File: src/rtl/mem_stage_pkg.sv
// Shared constants for the load/store memory stage: funct3 encodings, exception codes, FSM states.
// Also holds the access-size decode used by the optional alignment check (MEM_STAGE_ALIGN_CHECK_EN).
package mem_stage_pkg;

    typedef enum logic [1:0] {
        ST_IDLE   = 2'd0,
        ST_ACCESS = 2'd1,
        ST_RESP   = 2'd2
    } state_e;

    typedef enum logic [1:0] {
        EXC_NONE     = 2'b00,
        EXC_MISALIGN = 2'b01,
        EXC_RANGE    = 2'b10
    } exc_e;

    localparam logic [2:0] F_LB  = 3'b000;
    localparam logic [2:0] F_LH  = 3'b001;
    localparam logic [2:0] F_LW  = 3'b010;
    localparam logic [2:0] F_LBU = 3'b100;
    localparam logic [2:0] F_LHU = 3'b101;
    localparam logic [2:0] F_SB  = 3'b000;
    localparam logic [2:0] F_SH  = 3'b001;
    localparam logic [2:0] F_SW  = 3'b010;

    typedef enum logic [1:0] {
        SZ_BYTE = 2'd0,
        SZ_HALF = 2'd1,
        SZ_WORD = 2'd2
    } size_e;

    typedef struct packed {
        logic        we;
        logic [2:0]  funct;
        logic [31:0] addr;
        logic [31:0] wdata;
        logic [4:0]  rd;
    } req_t;

    // Undefined funct codes fall through to a word access.
    function automatic size_e access_size(input logic we, input logic [2:0] funct);
        access_size = SZ_WORD;
        if (we) begin
            case (funct)
                F_SB:    access_size = SZ_BYTE;
                F_SH:    access_size = SZ_HALF;
                default: access_size = SZ_WORD;
            endcase
        end else begin
            case (funct)
                F_LB, F_LBU: access_size = SZ_BYTE;
                F_LH, F_LHU: access_size = SZ_HALF;
                default:     access_size = SZ_WORD;
            endcase
        end
    endfunction

endpackage

File: src/rtl/mem_stage_if.sv
// Request/response handshake bus between the pipeline and the memory stage.
interface mem_stage_if;
    logic        req_valid;
    logic        req_ready;
    logic        req_we;
    logic [2:0]  req_funct;
    logic [31:0] req_addr;
    logic [31:0] req_wdata;
    logic [4:0]  req_rd;
    logic        resp_valid;
    logic        resp_ready;
    logic [31:0] resp_data;
    logic [4:0]  resp_rd;
    logic [1:0]  resp_exc;

    modport master (
        output req_valid, req_we, req_funct, req_addr, req_wdata, req_rd, resp_ready,
        input  req_ready, resp_valid, resp_data, resp_rd, resp_exc
    );

    modport slave (
        input  req_valid, req_we, req_funct, req_addr, req_wdata, req_rd, resp_ready,
        output req_ready, resp_valid, resp_data, resp_rd, resp_exc
    );
endinterface

File: src/rtl/mem_stage.sv
// Load/store memory stage: IDLE -> ACCESS (WAIT_CYCLES+1) -> RESP, one request in flight.
// Define MEM_STAGE_ALIGN_CHECK_EN to flag misaligned half/word accesses instead of passing them through.
module mem_stage
    import mem_stage_pkg::*;
#(
    parameter int WAIT_CYCLES = 0
) (
    input  logic        clk,
    input  logic        n_rst,
    mem_stage_if.slave  bus,
    output logic [15:0] ram_rd_addr,
    output logic [2:0]  ram_rd_funct,
    input  logic [31:0] ram_rd_data,
    output logic        ram_wr_en,
    output logic [15:0] ram_wr_addr,
    output logic [31:0] ram_wr_data,
    output logic [2:0]  ram_wr_funct
);

    localparam logic [3:0] WAIT_LD = 4'(WAIT_CYCLES);

    state_e      state_q, state_d;
    logic [3:0]  cnt_q;
    req_t        req_q;
    exc_e        exc;
    logic        accept, access_act, last_access;
    logic [31:0] resp_data_q;
    logic [4:0]  resp_rd_q;
    logic [1:0]  resp_exc_q;

    always_ff @(posedge clk) begin
        if (!n_rst) state_q <= ST_IDLE;
        else        state_q <= state_d;
    end

    // Handshake outputs are gated with n_rst so they read 0 while reset is held.
    always_comb begin
        state_d        = state_q;
        bus.req_ready  = 1'b0;
        bus.resp_valid = 1'b0;
        access_act     = 1'b0;
        case (state_q)
            ST_IDLE: begin
                bus.req_ready = n_rst;
                if (bus.req_valid) state_d = ST_ACCESS;
            end
            ST_ACCESS: begin
                access_act = n_rst;
                if (cnt_q == 4'd0) state_d = ST_RESP;
            end
            ST_RESP: begin
                bus.resp_valid = n_rst;
                if (bus.resp_ready) state_d = ST_IDLE;
            end
            default: state_d = ST_IDLE;
        endcase
    end

    assign accept      = bus.req_valid && bus.req_ready;
    assign last_access = access_act && (cnt_q == 4'd0);

    // Out-of-range wins over misaligned.
    always_comb begin
        exc = EXC_NONE;
        if (req_q.addr[31:16] != 16'd0) begin
            exc = EXC_RANGE;
        end
`ifdef MEM_STAGE_ALIGN_CHECK_EN
        else begin
            case (access_size(req_q.we, req_q.funct))
                SZ_HALF: if (req_q.addr[0])          exc = EXC_MISALIGN;
                SZ_WORD: if (req_q.addr[1:0] != 2'd0) exc = EXC_MISALIGN;
                default: ;
            endcase
        end
`endif
    end

    always_ff @(posedge clk) begin
        if (!n_rst) begin
            req_q       <= '0;
            cnt_q       <= 4'd0;
            resp_data_q <= 32'd0;
            resp_rd_q   <= 5'd0;
            resp_exc_q  <= EXC_NONE;
        end else begin
            if (accept) begin
                req_q <= '{we: bus.req_we, funct: bus.req_funct, addr: bus.req_addr,
                           wdata: bus.req_wdata, rd: bus.req_rd};
                cnt_q <= WAIT_LD;
            end else if (access_act && cnt_q != 4'd0) begin
                cnt_q <= cnt_q - 4'd1;
            end
            if (last_access) begin
                resp_data_q <= (!req_q.we && exc == EXC_NONE) ? ram_rd_data : 32'd0;
                resp_rd_q   <= req_q.rd;
                resp_exc_q  <= exc;
            end
        end
    end

    assign bus.resp_data = resp_data_q;
    assign bus.resp_rd   = resp_rd_q;
    assign bus.resp_exc  = resp_exc_q;

    assign ram_rd_addr  = access_act ? req_q.addr[15:0] : 16'd0;
    assign ram_rd_funct = access_act ? req_q.funct      : 3'd0;
    assign ram_wr_addr  = access_act ? req_q.addr[15:0] : 16'd0;
    assign ram_wr_funct = access_act ? req_q.funct      : 3'd0;
    assign ram_wr_data  = access_act ? req_q.wdata      : 32'd0;
    assign ram_wr_en    = last_access && req_q.we && (exc == EXC_NONE);

endmodule
File: src/flat_wrapper.sv
// flat-port wrapper written by rule: the top's interface ports become plain ports
module mem_stage_flat import mem_stage_pkg::*;
#(
    parameter int WAIT_CYCLES = 0
)
  (clk, n_rst, ram_rd_addr, ram_rd_funct, ram_rd_data, ram_wr_en, ram_wr_addr, ram_wr_data, ram_wr_funct, bus_req_valid, bus_req_we, bus_req_funct, bus_req_addr, bus_req_wdata, bus_req_rd, bus_resp_ready, bus_req_ready, bus_resp_valid, bus_resp_data, bus_resp_rd, bus_resp_exc);
  mem_stage_if bus_i ();
  input  logic clk;
  input  logic n_rst;
  output logic [15:0] ram_rd_addr;
  output logic [2:0] ram_rd_funct;
  input  logic [31:0] ram_rd_data;
  output logic ram_wr_en;
  output logic [15:0] ram_wr_addr;
  output logic [31:0] ram_wr_data;
  output logic [2:0] ram_wr_funct;
  input wire logic [$bits(bus_i.req_valid)-1:0] bus_req_valid;
  input wire logic [$bits(bus_i.req_we)-1:0] bus_req_we;
  input wire logic [$bits(bus_i.req_funct)-1:0] bus_req_funct;
  input wire logic [$bits(bus_i.req_addr)-1:0] bus_req_addr;
  input wire logic [$bits(bus_i.req_wdata)-1:0] bus_req_wdata;
  input wire logic [$bits(bus_i.req_rd)-1:0] bus_req_rd;
  input wire logic [$bits(bus_i.resp_ready)-1:0] bus_resp_ready;
  output wire logic [$bits(bus_i.req_ready)-1:0] bus_req_ready;
  output wire logic [$bits(bus_i.resp_valid)-1:0] bus_resp_valid;
  output wire logic [$bits(bus_i.resp_data)-1:0] bus_resp_data;
  output wire logic [$bits(bus_i.resp_rd)-1:0] bus_resp_rd;
  output wire logic [$bits(bus_i.resp_exc)-1:0] bus_resp_exc;
  assign bus_i.req_valid = bus_req_valid;
  assign bus_i.req_we = bus_req_we;
  assign bus_i.req_funct = bus_req_funct;
  assign bus_i.req_addr = bus_req_addr;
  assign bus_i.req_wdata = bus_req_wdata;
  assign bus_i.req_rd = bus_req_rd;
  assign bus_i.resp_ready = bus_resp_ready;
  assign bus_req_ready = bus_i.req_ready;
  assign bus_resp_valid = bus_i.resp_valid;
  assign bus_resp_data = bus_i.resp_data;
  assign bus_resp_rd = bus_i.resp_rd;
  assign bus_resp_exc = bus_i.resp_exc;
  mem_stage #(.WAIT_CYCLES(WAIT_CYCLES)) u_core (.clk(clk), .n_rst(n_rst), .bus(bus_i), .ram_rd_addr(ram_rd_addr), .ram_rd_funct(ram_rd_funct), .ram_rd_data(ram_rd_data), .ram_wr_en(ram_wr_en), .ram_wr_addr(ram_wr_addr), .ram_wr_data(ram_wr_data), .ram_wr_funct(ram_wr_funct));
endmodule
File: config.mk
export PLATFORM = sky130hd
export DESIGN_NAME = mem_stage_flat
export DESIGN_NICKNAME = d
export VERILOG_FILES = /design/src/rtl/mem_stage_pkg.sv /design/src/rtl/mem_stage_if.sv /design/src/rtl/mem_stage.sv /design/src/flat_wrapper.sv
export SDC_FILE = /design/constraint.sdc
export NUM_CORES = 1
export LEC_CHECK = 0
export ABC_AREA = 1
export CAP_MARGIN = 20
export CORE_ASPECT_RATIO = 1.2
export CORE_MARGIN = 8
export CORE_UTILIZATION = 40
export DETAILED_ROUTE_END_ITERATION = 12
export PLACE_DENSITY_LB_ADDON = 0.15
export SETUP_SLACK_MARGIN = 0.02
export SLEW_MARGIN = 20
export SYNTH_ARGS = -nofsm -noshare
export SYNTH_HDL_FRONTEND = slang
export SYNTH_SLANG_ARGS = --single-unit
File: constraint.sdc
create_clock -name clk -period 2.1 [get_ports clk]
set_clock_uncertainty 0.2 [all_clocks]
set_input_delay 0.42 -clock clk [delete_from_list [all_inputs] [get_ports clk]]
set_output_delay 0.42 -clock clk [all_outputs]
set_load 0.03 [all_outputs]
# [Yosys cells after proc, flatten, opt, wreduce, memory -nomap -nowiden]
# Index checks and enable logic that the tools add are counted.
[classes] add_sub_neg=1 n_eq_ne=5 n_mux=12 bitwise=1 n_reduce_logical=14
[ops] cell="32-bit 2-to-1 mux" n=2
[ops] cell="16-bit 2-to-1 mux" n=1
[ops] cell="16-bit nonzero test" n=1
[ops] cell="2-bit 2-to-1 mux" n=4
[ops] cell="1-bit logical AND" n=6
[ops] cell="2-bit case mux with 3 select lines" n=1
[ops] cell="2-bit logical NOT" n=2
[ops] cell="4-bit logical NOT" n=1
[ops] cell="2-bit != test, second input constant" n=2
[ops] cell="4-bit nonzero test" n=1
[ops] cell="4-bit by 1-bit subtractor with 4-bit output, second input constant" n=1
[ops] cell="1-bit 2-to-1 mux" n=3
[ops] cell="3-bit 2-to-1 mux" n=1
[ops] cell="3-bit AND reduction" n=1
[ops] cell="2-bit by 1-bit == test with 1-bit output, second input constant" n=1
[ops] cell="2-bit == test, second input constant" n=1
[ops] cell="2-bit by 1-bit != test with 1-bit output, second input constant" n=1
[ops] cell="2-bit OR reduction" n=1
[ops] cell="1-bit logical NOT" n=1
[ops] cell="1-bit inverter" n=1
[totals] regBits=118 word_cells=43

# [Longest topological paths before layout]
[depth] depth_word=5 ltp_mapped=9

# [Least setup slack after synthesis]
# No wires, ideal clock.
[synth_path] path_type="input-to-output" from="input n_rst" to="output ram_wr_addr[0]" t_arrival_ps=1674 required_time_ps=1480 setup_slack_ps=-194 cell_stages=5 path_buffers=3 cell_sequence="buf_2 nand3_4 clkbuf_1 nor2_1 buf_4"
[synth_between] elab_chain_len=2
[synth_lines] element="start: declaration" line="flat_wrapper.sv:9" text="input logic n_rst;"
[synth_lines] element="1-bit 2-to-1 mux" line="mem_stage.sv:42" text="case (state_q)"
[synth_lines] element="16-bit 2-to-1 mux"
[synth_lines] element="end: declaration" line="flat_wrapper.sv:14" text="output logic [15:0] ram_wr_addr;"
# Every way passes these cells.

# [Final worst setup path]
[layout_path] from="register u_core.state_q[1]" to="output ram_wr_data[16]"
[layout_between] elab_chain_len=3
[layout_lines] element="start: declaration" line="mem_stage.sv:22" text="state_e state_q, state_d;"
[layout_lines] element="start signal: assignment" line="mem_stage.sv:33" text="else state_q <= state_d;"
[layout_lines] element="2-bit by 1-bit == test with 1-bit output" line="mem_stage.sv:42"
[layout_lines] element="1-bit 2-to-1 mux" line="mem_stage.sv:42"
[layout_lines] element="32-bit 2-to-1 mux" line="mem_stage.sv:110" text="assign ram_wr_data = access_act ? req_q.wdata : 32'd0;"
[layout_lines] element="end: declaration" line="flat_wrapper.sv:15" text="output logic [31:0] ram_wr_data;"
# Every way passes these cells.

==> results.md <==
- Crit path max fanout: 9
- Share of cells above drive strength 1: 22.8%
- Synth Instances: approximately 690
- Total power: a little over 0.007 W
- Setup ws final: -0.0611 ns
- Final Hold Viols: 0
- Core ar.: roughly 12,000 µm²
- Hold Slack: 0.258 ns
- CTS hold repair buffers: 0
- Status: finished with violations
- Flop and latch count out of synthesis: ~120
- Die ar.: 16,300 µm²
- Largest net degree at the start of global routing: 56
- Failing checks: negative setup slack
- CP endpoint kind: output port
- Site Rows: 44
- Initial drt markers: ~440
- CP required: around 1.5 ns
- Part of the cycle the worst path needs: 103%
- Hold Crit Depth: 2
- Post-DR wirelength/cell: ~16 µm
- Lkg Pwr: a little under 4 nW
- Die H: roughly 140 µm
- Final Setup Violations: between 60 and 70
- Routed via count: between 5,000 and 6,000
- Routed wire length: 17,100 µm
- Layout Cells excl Fill: about 1,100
- Peak VDD IR: around 0.54 mV
- Post-synth EDFFs: 0
- CTS Sinks: 117
- Post-Synth Simple-Gate Area: a little over a quarter
- Synth unique cells: 26
- Residual DRC: 0
- Initial antenna violation count: 0
- Vias in the first global route: 5,365
- Gr ovfl total: 0
- Placed cells: between 1,000 and 1,500
- Via density per instance: 4.96
- Mapped cell area: 4990 µm²
- Compound-Gate Fraction of Synth Area: between 10% and 20%
- Clock Path Buffers: 2
- CP Class: flip-flop to output port
- Reg2Reg Depth: 8
- Port buffer count: approximately 220
- H-tree depth: 4
- Critical Path AT: approximately 1.5 ns
- Filler cell count: slightly above 900
- Total CTS buffers: 17
- Layout area overhead: 72.3%
- Syn Nets: ~800
- Antenna-violating nets left: 0
- Ys flop type: dfxtp_1
- PwrDens: 831 nW/µm²
- Ant diodes: 0
- Sequential fraction of the synthesis area: 46.9%
- Footprint of the multi-input gates: 2240 µm²
- CTS Root Cell: clkbuf_16
- Die span in x: 118 µm
- Boundary Pins: 221
- Max-Cap Viols: 0
- Async set-reset flop share out of synthesis: 0%
- Clock insertion delay at the later pin of the skew report: 0.41 ns
- Clock Pin Slew Worst Setup and Hold Paths: approximately 0.06 ns
- First-pass GRT wire length: roughly 27,000 µm
- Worst slack, placed: -0.159 ns
- Total GRT Usage: 20.0%
- Worst setup SP type: flip-flop
- Final critical-path required period: about 2.2 ns
- Initial core utilization: between 40% and 50%
- Setup TNS: -1.68 ns
- CTS tree: built
- Max Slew Vio Count: 0
- Detailed Place HPWL: ~11,000 µm
- Layout Nets: around 1,000
- Routability cong.: approximately 0.76
- Hold crit path type: flip-flop to flip-flop
- FF/Latch Area: between 2000 and 2500 µm²
- Ys Warns: 0
- Adder-Cell Fraction of Synth Area: 0.251%
- Drt first pass iters: 5
- Most frequent cells in the layout: clkdlybuf4s50_1, dfxtp_1, inv_1, nand3_1, buf_6
- Post-synthesis xor/xnor area fraction: 0.176%
- Mean Syn Cell Area: 7.28 µm²
- Achievable frequency: 463 MHz
- Unrepaired setup endpoints after global routing: true
- Largest family of logic cells by synthesized area: simple AND/OR/NAND/NOR gates
- Mux share of post-synthesis cell area: 0%
==> critical path, cell delays in order, from the launching register on <==
cell       delay (ns)
dfxtp_2          0.32
inv_2            0.07
nand3_4          0.11
buf_12           0.18
clkbuf_16        0.18
nor2_2           0.12
buf_6            0.14
==> power by group <==
group          switching, W  internal [W]
registers         0.0000665       0.00240
clock network       0.00103       0.00217
logic              0.000882      0.000598
==> area by class of cell <==
cell class              instances  area share (%)
repair buffers                252            32.2
multi-input cells             395            26.1
flip-flops and latches        117            27.3
clock inverters                12            2.34
inverters                     102            4.45
clock buffers                  20            5.31
well taps                     161            2.34
==> synthesized netlist by cell type, types with 3 or more instances <==
library cell  number  area (µm²)
nand2_1           58         218
o21ai_0           55         275
buf_2             19        95.1
nand4_1           32         200
nor2_1            96         360
nor3_1             3        15.0
a21oi_1           36         180
buf_6              3        33.8
nand3_1           98         490
buf_4             20         150
inv_1             99         372
clkbuf_1          21        78.8
buf_1              5        18.8
dfxtp_1          117        2340
clkbuf_2           3        15.0
o21ai_1            9        45.0
==> layer usage <==
layer	global-route usage, %	share of wire [%]	vias up
met2	34.0	50	220
met3	7.94	8.5	23
met5	0	0	-
met1	22.1	40	2434
li1	-	-	2575
met4	7.64	1.7	0
==> cell families after synthesis <==
logic type	Yosys count
DFF	117
other	1
AOI/OAI and AO/OA	101
and+or+nand+nor	291
buffers and inverters	173
xor gates and xnor gates	1
adders and majority gates	1
==> sequential cells by signal, indices dropped and copies added (netlist names) <==
name,count
u_core.bus.resp_data,32
u_core.state_q,2
u_core.cnt_q,4
u_core.bus.resp_rd,5
u_core.req_q,73
u_core.bus.resp_exc,1
==> per-stage QoR <==
stage	util, %	cell area [µm²]
floorplan	-	5080
global placement	58.5	7110
detailed placement	58.5	7110
CTS	68.2	8290
global route	70.7	8600
finish	70.7	8600
==> worst paths after layout <==
check	to	start	slack, ns
setup / recovery	ram_wr_data[16]	u_core.state_q[1]$_SDFFE_PN0P_	-0.06
hold / removal	u_core.bus.resp_rd[4]$_SDFFE_PN0P_	u_core.req_q[4]$_SDFFE_PN0P_	0.26
setup reg to reg	u_core.bus.resp_data[11]$_SDFFE_PN0P_	u_core.state_q[1]$_SDFFE_PN0P_	0.32
hold reg to reg	u_core.bus.resp_rd[4]$_SDFFE_PN0P_	u_core.req_q[4]$_SDFFE_PN0P_	0.26
==> timing repair <==
action	in CTS	in global routing
gates resized for setup	107	72
cloned	3	2
hold endpoints to repair	0	0
endpoints found under the setup margin	77	97
buffers inserted	7	2
pin swaps	6	5
Power figures use the tool's default switching activity.
